==> src/rtl/mips_pkg.sv <==
// Shared definitions for the MIPS-subset core.
// Holds the pcSrc encodings (must match decoder) and the fetch FSM state type.
package mips_pkg;

    localparam logic [1:0] PC_SEQ    = 2'd0;
    localparam logic [1:0] PC_JUMP   = 2'd1;
    localparam logic [1:0] PC_JR     = 2'd2;
    localparam logic [1:0] PC_BRANCH = 2'd3;

    typedef enum logic [1:0] {
        ST_IDLE = 2'd0,
        ST_REQ  = 2'd1,
        ST_HOLD = 2'd2
    } fetch_state_e;

endpackage

==> src/rtl/fetch_unit_next_pc.sv <==
// next_pc: combinational next-PC selection for the fetch unit.
// Ports:
//   instr_pc  in  32  PC of the instruction being retired
//   pcSrcCtrl in   2  0 seq, 1 jump, 2 jump-register, 3 branch
//   jAddr     in  26  jump target field
//   imm       in  32  sign-extended branch offset (in words)
//   jrTarget  in  32  rs value for JR
//   aluZero   in   1  ALU zero flag
//   bneCtrl   in   1  inverts the branch condition (BNE)
//   next_pc   out 32  selected next PC
module next_pc
    import mips_pkg::*;
(
    input  logic [31:0] instr_pc,
    input  logic [1:0]  pcSrcCtrl,
    input  logic [25:0] jAddr,
    input  logic [31:0] imm,
    input  logic [31:0] jrTarget,
    input  logic        aluZero,
    input  logic        bneCtrl,
    output logic [31:0] next_pc
);

    logic [31:0] p4_s;
    logic [31:0] imm_sh_s;

    assign p4_s     = instr_pc + 32'd4;
    assign imm_sh_s = imm << 2;

    // Target selection; JR low bits are masked rather than trapped.
    always_comb begin
        next_pc = p4_s;
        case (pcSrcCtrl)
            PC_SEQ:    next_pc = p4_s;
            PC_JUMP:   next_pc = {p4_s[31:28], jAddr, 2'b00};
            PC_JR:     next_pc = jrTarget & 32'hFFFF_FFFC;
            PC_BRANCH: begin
                if (aluZero ^ bneCtrl) begin
                    next_pc = p4_s + imm_sh_s;
                end else begin
                    next_pc = p4_s;
                end
            end
            default:   next_pc = p4_s;
        endcase
    end

endmodule

==> src/rtl/fetch_unit.sv <==
// fetch_unit: instruction fetch stage. Holds the PC, reads instruction memory
// over req/ack, presents the word to decoder with valid/stall, computes the
// next PC on accept and counts accepted instructions.
// Ports:
//   clk, rst_n                      clock, async active-low reset
//   imem_req/imem_addr (out)        memory read request, address = pc
//   imem_ack/imem_rdata (in)        memory read completion and data
//   instr/instr_valid/instr_pc (out) held instruction, its valid flag and PC
//   stall (in)                      downstream holds the instruction
//   pcSrcCtrl,jAddr,imm,jrTarget,aluZero,bneCtrl (in)  next-PC controls
//   instr_count (out)               accepted-instruction counter (wraps)
module fetch_unit
    import mips_pkg::*;
#(
    parameter logic [31:0] RESET_PC = 32'h0000_0000
) (
    input  logic        clk,
    input  logic        rst_n,
    output logic        imem_req,
    output logic [31:0] imem_addr,
    input  logic        imem_ack,
    input  logic [31:0] imem_rdata,
    output logic [31:0] instr,
    output logic        instr_valid,
    output logic [31:0] instr_pc,
    input  logic        stall,
    input  logic [1:0]  pcSrcCtrl,
    input  logic [25:0] jAddr,
    input  logic [31:0] imm,
    input  logic [31:0] jrTarget,
    input  logic        aluZero,
    input  logic        bneCtrl,
    output logic [31:0] instr_count
);

    fetch_state_e state_r;
    logic [31:0]  pc_r;
    logic [31:0]  instr_r;
    logic [31:0]  instr_pc_r;
    logic         instr_valid_r;
    logic         imem_req_r;
    logic [31:0]  count_r;
    logic [31:0]  next_pc_s;

    next_pc u_next_pc (
        .instr_pc  (instr_pc_r),
        .pcSrcCtrl (pcSrcCtrl),
        .jAddr     (jAddr),
        .imm       (imm),
        .jrTarget  (jrTarget),
        .aluZero   (aluZero),
        .bneCtrl   (bneCtrl),
        .next_pc   (next_pc_s)
    );

    // Fetch FSM with PC, instruction register and retire counter.
    // Request and valid are registered alongside the state so they change
    // exactly on state transitions; acks outside REQ fall into no branch.
    always_ff @(posedge clk or negedge rst_n) begin
        if (!rst_n) begin
            state_r       <= ST_IDLE;
            pc_r          <= RESET_PC;
            instr_r       <= 32'd0;
            instr_pc_r    <= 32'd0;
            instr_valid_r <= 1'b0;
            imem_req_r    <= 1'b0;
            count_r       <= 32'd0;
        end else begin
            case (state_r)
                ST_IDLE: begin
                    imem_req_r <= 1'b1;
                    state_r    <= ST_REQ;
                end
                ST_REQ: begin
                    if (imem_ack) begin
                        instr_r       <= imem_rdata;
                        instr_pc_r    <= pc_r;
                        instr_valid_r <= 1'b1;
                        imem_req_r    <= 1'b0;
                        state_r       <= ST_HOLD;
                    end else begin
                        state_r <= ST_REQ;
                    end
                end
                ST_HOLD: begin
                    if (instr_valid_r && !stall) begin
                        pc_r          <= next_pc_s;
                        count_r       <= count_r + 32'd1;
                        instr_valid_r <= 1'b0;
                        imem_req_r    <= 1'b1;
                        state_r       <= ST_REQ;
                    end else begin
                        state_r <= ST_HOLD;
                    end
                end
                default: begin
                    instr_valid_r <= 1'b0;
                    imem_req_r    <= 1'b0;
                    state_r       <= ST_IDLE;
                end
            endcase
        end
    end

    assign imem_req    = imem_req_r;
    assign imem_addr   = pc_r;
    assign instr       = instr_r;
    assign instr_valid = instr_valid_r;
    assign instr_pc    = instr_pc_r;
    assign instr_count = count_r;

endmodule

==> config.mk <==
export PLATFORM = sky130hd
export DESIGN_NAME = fetch_unit
export DESIGN_NICKNAME = d
export VERILOG_FILES = /design/src/rtl/mips_pkg.sv /design/src/rtl/fetch_unit_next_pc.sv /design/src/rtl/fetch_unit.sv
export SDC_FILE = /design/constraint.sdc
export NUM_CORES = 1
export LEC_CHECK = 0
export CORE_UTILIZATION = 30
export CTS_CLUSTER_DIAMETER = 200
export DETAILED_ROUTE_END_ITERATION = 10
export PLACE_DENSITY_LB_ADDON = 0.25
export SLEW_MARGIN = 20
export SYNTH_ARGS = -nofsm -noshare
export SYNTH_HDL_FRONTEND = slang
export SYNTH_SLANG_ARGS = --single-unit
==> constraint.sdc <==
create_clock -name clk -period 3.3 [get_ports clk]
set_clock_uncertainty 0.1 [all_clocks]
set_input_delay 0.495 -clock clk [delete_from_list [all_inputs] [get_ports clk]]
set_output_delay 0.495 -clock clk [all_outputs]
set_load 0.005 [all_outputs]
# Word-level counts from Yosys, hierarchy flattened
# Index checks and enable logic that the tools add are counted.
dict set report totals {
  reg_bits 132
  out_inout_bits 130
}
dict set report op_classes {
  n_addsub 3
  eq_ne 7
  n_mux 11
  bitwise_logic 2
  n_reduce_logical 8
}
# operator n
set ops {}
lappend ops {{$pmux 32 s4} 1}
lappend ops {{$add 32x1->32 const B} 1}
lappend ops {{$add 32x3->32 const B} 1}
lappend ops {{$add 32x32->32} 1}
lappend ops {{$mux 32} 1}
lappend ops {{$eq 2x2->1 const B} 3}
lappend ops {{$pmux 1 s3} 2}
lappend ops {{$pmux 2 s3} 1}
lappend ops {{$reduce_and 2->1} 3}
lappend ops {{$eq 2x1->1 const B} 2}
lappend ops {{$logic_not 2->1} 2}
lappend ops {{$mux 1} 4}
lappend ops {{$mux 2} 2}
lappend ops {{$ne 2x2->1 const B} 2}
lappend ops {{$reduce_and 3->1} 1}
lappend ops {{$logic_and 1x1->1} 1}
lappend ops {{$logic_not 1->1} 1}
lappend ops {{$not 1->1} 1}
lappend ops {{$xor 1x1->1} 1}

# Depth between registers and ports, before layout
dict set report depth {
  ltp_word 4
  depth_mapped 16
}

# Modules after synthesis
# Synthesis repeated with hierarchy kept, for this count alone.
dict set report hier_totals {
  cells_unflattened 881
  hier_area_um2 8425.6
}
# module instances cells_per_inst area_each_um2
set modules_own_cells {}
lappend modules_own_cells {fetch_unit 1 414 5212.5}
lappend modules_own_cells {next_pc 1 467 3213.1}

# Worst setup path after synthesis
# No wires, ideal clock.
dict set report synth_path {
  path_kind {register -> register}
  start {register instr_pc_r[8], in the netlist instr_pc[8]}
  end {register pc_r[31], in the netlist imem_addr[31]}
  setup_time_ps 126
  arrival_time_ps 3408
  required_ps 3074
  setup_slack_ps -334
  path_stages_with_launch 15
  n_path_buf 2
  path_cell_list {dfrtp_1 -> nand3_2 -> or3_1 -> buf_6 -> nor3b_4 -> nand2_2 -> xnor2_2 -> ha_1 -> clkbuf_1 -> nand2_1 -> a211o_1 -> or4_1 -> o311ai_0 -> nor4b_1 -> o32a_1}
}
dict set report synth_between {
  elab_chain_len 4
}
# item line_no
set synth_lines {}
lappend synth_lines {{from (decl)} fetch_unit.sv:39} ;# logic [31:0] instr_pc_r;
lappend synth_lines {{from (signal assigned)} fetch_unit.sv:77} ;# instr_pc_r <= pc_r;
lappend synth_lines {{$add 32x3->32 (*)} fetch_unit_next_pc.sv:27} ;# assign p4_s = instr_pc + 32'd4;
lappend synth_lines {{$add 32x32->32} fetch_unit_next_pc.sv:39} ;# next_pc = p4_s + imm_sh_s;
lappend synth_lines {{$mux 32} fetch_unit_next_pc.sv:38} ;# if (aluZero ^ bneCtrl) begin
lappend synth_lines {{$pmux 32 s4 (*)} fetch_unit_next_pc.sv:33} ;# case (pcSrcCtrl)
lappend synth_lines {{to (signal assigned)} fetch_unit.sv:87} ;# pc_r <= next_pc_s;
lappend synth_lines {{to (decl)} fetch_unit.sv:37} ;# logic [31:0] pc_r;
# Mark *: on every way between the ends. The rest lies on a longest branch, timed or not.
# A chain may end at the register's enable or synchronous reset.

# Worst setup path after layout
dict set report layout_path {
  start {register instr_pc_r[2], in the netlist instr_pc[2]}
  end {register pc_r[31], in the netlist imem_addr[31]}
}
# The elaborated chain is that of the path after synthesis.

==> metrics.md <==
| Metric | Value |
|---|---|
| Row Count | 60 |
| WL per Instance | 18.8 µm |
| H-tree level count | 4 |
| Min Tclk post-route | ~3.6 ns |
| Worst skew pair latency | 0.44 ns |
| Die Height | 169 µm |
| Gr ovfl total | 0 |
| Most frequent CP cell | a21o_1 |
| Core Footprint | 27200 µm² |
| Number of synthesized flops with an enable pin | 0 |
| Final hold violation count | 0 |
| Synth unique cells | between 70 and 80 |
| Initial Util | 30.8% |
| Synthesis-to-layout area growth | 71.5% |
| CTS sink cnt | 132 |
| CP Launch Type | flip-flop |
| Die width | 169 µm |
| Top cells by area, synth | dfrtp_1 (39%), mux2_2 (9.3%), ha_1 (5.7%) |
| Worst path buffer plus inverter count | 2 |
| Post-route setup slack | -0.330 ns |
| Max-slew violations | 0 |
| Total die area | 28600 µm² |
| CTS tree | done |
| Antenna violations before repair | 0 |
| Critical path arrival | 3.84 ns |
| Worst r2r path cells | 16 |
| DRC Markers | 0 |
| Top_reg_cell synth | dfrtp_1 |
| Fmax | 275 MHz |
| Crit. Startpoint | instr_pc[2] |
| Most frequent cells after synthesis | dfrtp_1 (132), nand2_1 (86), mux2_2 (69) |
| Flip-flop and latch area | 3310 µm² |
| Pwr/cell area | between 700 and 800 nW/µm² |
| Critical-path top delay cell | dfrtp_2 |
| Reg2Reg Launch Point | instr_pc[2] |
| Slew @ Worst Pin | 0.917 ns |
| Fin crit share | 110% |
| CTS Buf Count | 17 |
| Max VDD drop | 0.358 mV |
| Global-route usage over all layers | 22.1% |
| Layout cells sized above 1 | between 30% and 40% |
| Syn Nets | 1039 |
| Area of the multi-input gates | 5750 µm² |
| WP depth | 16 |
| Global-route wire length before repair | 48100 µm |
| R2R Path End | imem_addr[31] |
| Clock Tree Buf Depth | 2 |
| Non-Filler Instances | 1693 |
| Top-count cell post-synth | dfrtp_1 |
| Overall routed net length | 31900 µm |
| CP Cell Sequence | nand2_2 -> or3_1 -> buf_6 -> and2b_1 -> xnor2_2 -> inv_2 -> ha_4 -> a21o_1 -> a21o_1 -> a21o_1 -> a32o_1 -> a31oi_2 -> mux2_4 -> nor2_1 -> nor3b_1 -> o32a_1 |
| Failing checks | setup timing |
| PortBufs | ~260 |
| Routed Antenna Nets | 0 |
| Gate Count Post-Synth | 870 |
| Pre-CTS WS | -0.517 ns |
| Worst Hold Class | in -> async |
| Rel. slew slack | 38.6% |
| Final count of negative-setup-slack endpoints | 14 |
| Critical Path RT | 3.51 ns |
| Delay-heaviest family, CP | compound AO/OA/AOI/OAI gates |
| Vias per Instance | roughly 5.0 |
| RSZ-0062 raised after global routing | true |
| CP Capture Point | imem_addr[31] |
| DRT iter0 DRCs | 551 |
| Reg2reg setup slack | -0.33 ns |
| Critical path start-end classification | reg -> reg |
| Vias in the first global route | 8515 |
| Mean Syn Cell Area | between 9 and 10 µm² |
| Diode count | 0 |
| Hold buffers post-CTS | 0 |
| Final nets | 1477 |
| Post-Synthesis Cell Area | 8380 µm² |
| Critical path peak fanout | 6 |
| Total negative slack | -2.47 ns |
| CTS root buf | clkbuf_16 |
| Synthesis-stage register bit count | between 100 and 150 |
| Largest net degree at the start of global routing | 88 |
| Routability cong. | 0.904 |
| DP HPWL | 23800 µm |
| Maxcap violations | 0 |
| Status | finished, violations left |
| DRT Pass-1 Iters | 5 |
| CP Capture Type | flip-flop |
| Placed Cells incl. Taps | 1631 |
| Synth top area share | approximately two fifths |
| Leading area contributor after synthesis | dfrtp_1 |
| Io pins | 260 |
| DR vias | around 8500 |
| Count of warnings emitted by yosys | 0 |
| Synth async-reset ratio | between 90% and 100% |
| Sequential share of the synthesized area | 39.4% |
| Filler instances | 2503 |
| Leakage | 0.00621 µW |
| Crit-path max cell delay | approximately 0.42 ns |
| Clock transition at path regs | 0.07 ns |
==> metal layers <==
metal	vias to the layer above	track usage [%]	part of all wire (%)
met5	-	0	0
met1	4172	30.0	45
met2	271	36.0	47
met3	35	3.61	5.5
li1	4048	-	-
met4	0	6.78	1.6
==> report_power, final <==
group	internal (µW)	switching [µW]	total, µW
sequential	2200	447	2640
clock	1090	903	1990
combinational	3810	2940	6750
total	7100	4290	11400
==> registers in the layout, indices dropped and copies added (netlist names) <==
name and flops:
instr 32, instr_valid 1, imem_addr 32, instr_pc 32, state_r 2, instr_count 32, imem_req 1
==> cells in the final DEF (no fill, tap or decap), types with 22 or more instances in the layout <==
master	instances
a21oi_1	30
buf_4	181
clkdlybuf4s50_1	254
dfrtp_1	130
ha_1	22
inv_1	23
mux2_2	67
nand2_1	81
nand3_1	26
nor2_1	50
o21ai_0	43
xnor2_1	38
==> what timing repair did <==
| item | in CTS | in global routing |
|---|---|---|
| gates resized for setup | 84 | 88 |
| pin swaps | 44 | 61 |
| buffers inserted | 20 | 12 |
| setup endpoints to repair | 20 | 22 |
==> metrics by stage <==
step	utilization [%]	hold WS, ns	power (µW)	cell area [µm²]
3_3_place_gp	46.7	0.360	8340	12700
6_report	52.9	0.0639	11400	14400
5_1_grt	52.9	0.128	12100	14400
2_1_floorplan	-	0.0994	5270	8520
3_5_place_dp	46.7	0.374	8400	12700
4_1_cts	50.9	0.0857	10900	13800
==> worst reg2reg max path, cell delays in order (launching register included) <==
cell and delay [ns]:
dfrtp_2 0.42, nand2_2 0.07, or3_1 0.36, buf_6 0.15, and2b_1 0.23, xnor2_2 0.15
inv_2 0.08, ha_4 0.17, a21o_1 0.19, a21o_1 0.18, a21o_1 0.20, a32o_1 0.23
a31oi_2 0.19, mux2_4 0.33, nor2_1 0.09, nor3b_1 0.06, o32a_1 0.32
==> worst min-delay path by stage <==
stage                                from         endpoint  cells after the start
after global placement    instr_count[31]  instr_count[31]                      1
after floorplan                     rst_n     imem_addr[0]                      0
after detailed placement  instr_count[31]  instr_count[31]                      1
final                               rst_n     instr_pc[29]                      1
after CTS                           rst_n     instr_pc[27]                      1
after global routing                rst_n    imem_addr[25]                      1
==> kinds of logic after synthesis <==
family / after synthesis / synth area share [%]
muxes: 80 / 11.2
DFF: 132 / 39.4
buffers and inverters: 65 / 3.03
xor gates and xnor gates: 80 / 8.63
adders and majority gates: 39 / 5.91
AOI/OAI and AO/OA: 216 / 16.9
and+or+nand+nor: 258 / 15.0
==> area by class of cell <==
cell class / instances / area share, %
flip-flops and latches: 132 / 23.0
repair buffers: 455 / 28.8
inverters: 29 / 0.757
well taps: 372 / 3.24
multi-input cells: 673 / 40.0
clock inverters: 15 / 1.26
clock buffers: 17 / 2.96
No activity file was read; power rests on OpenSTA's default activity.
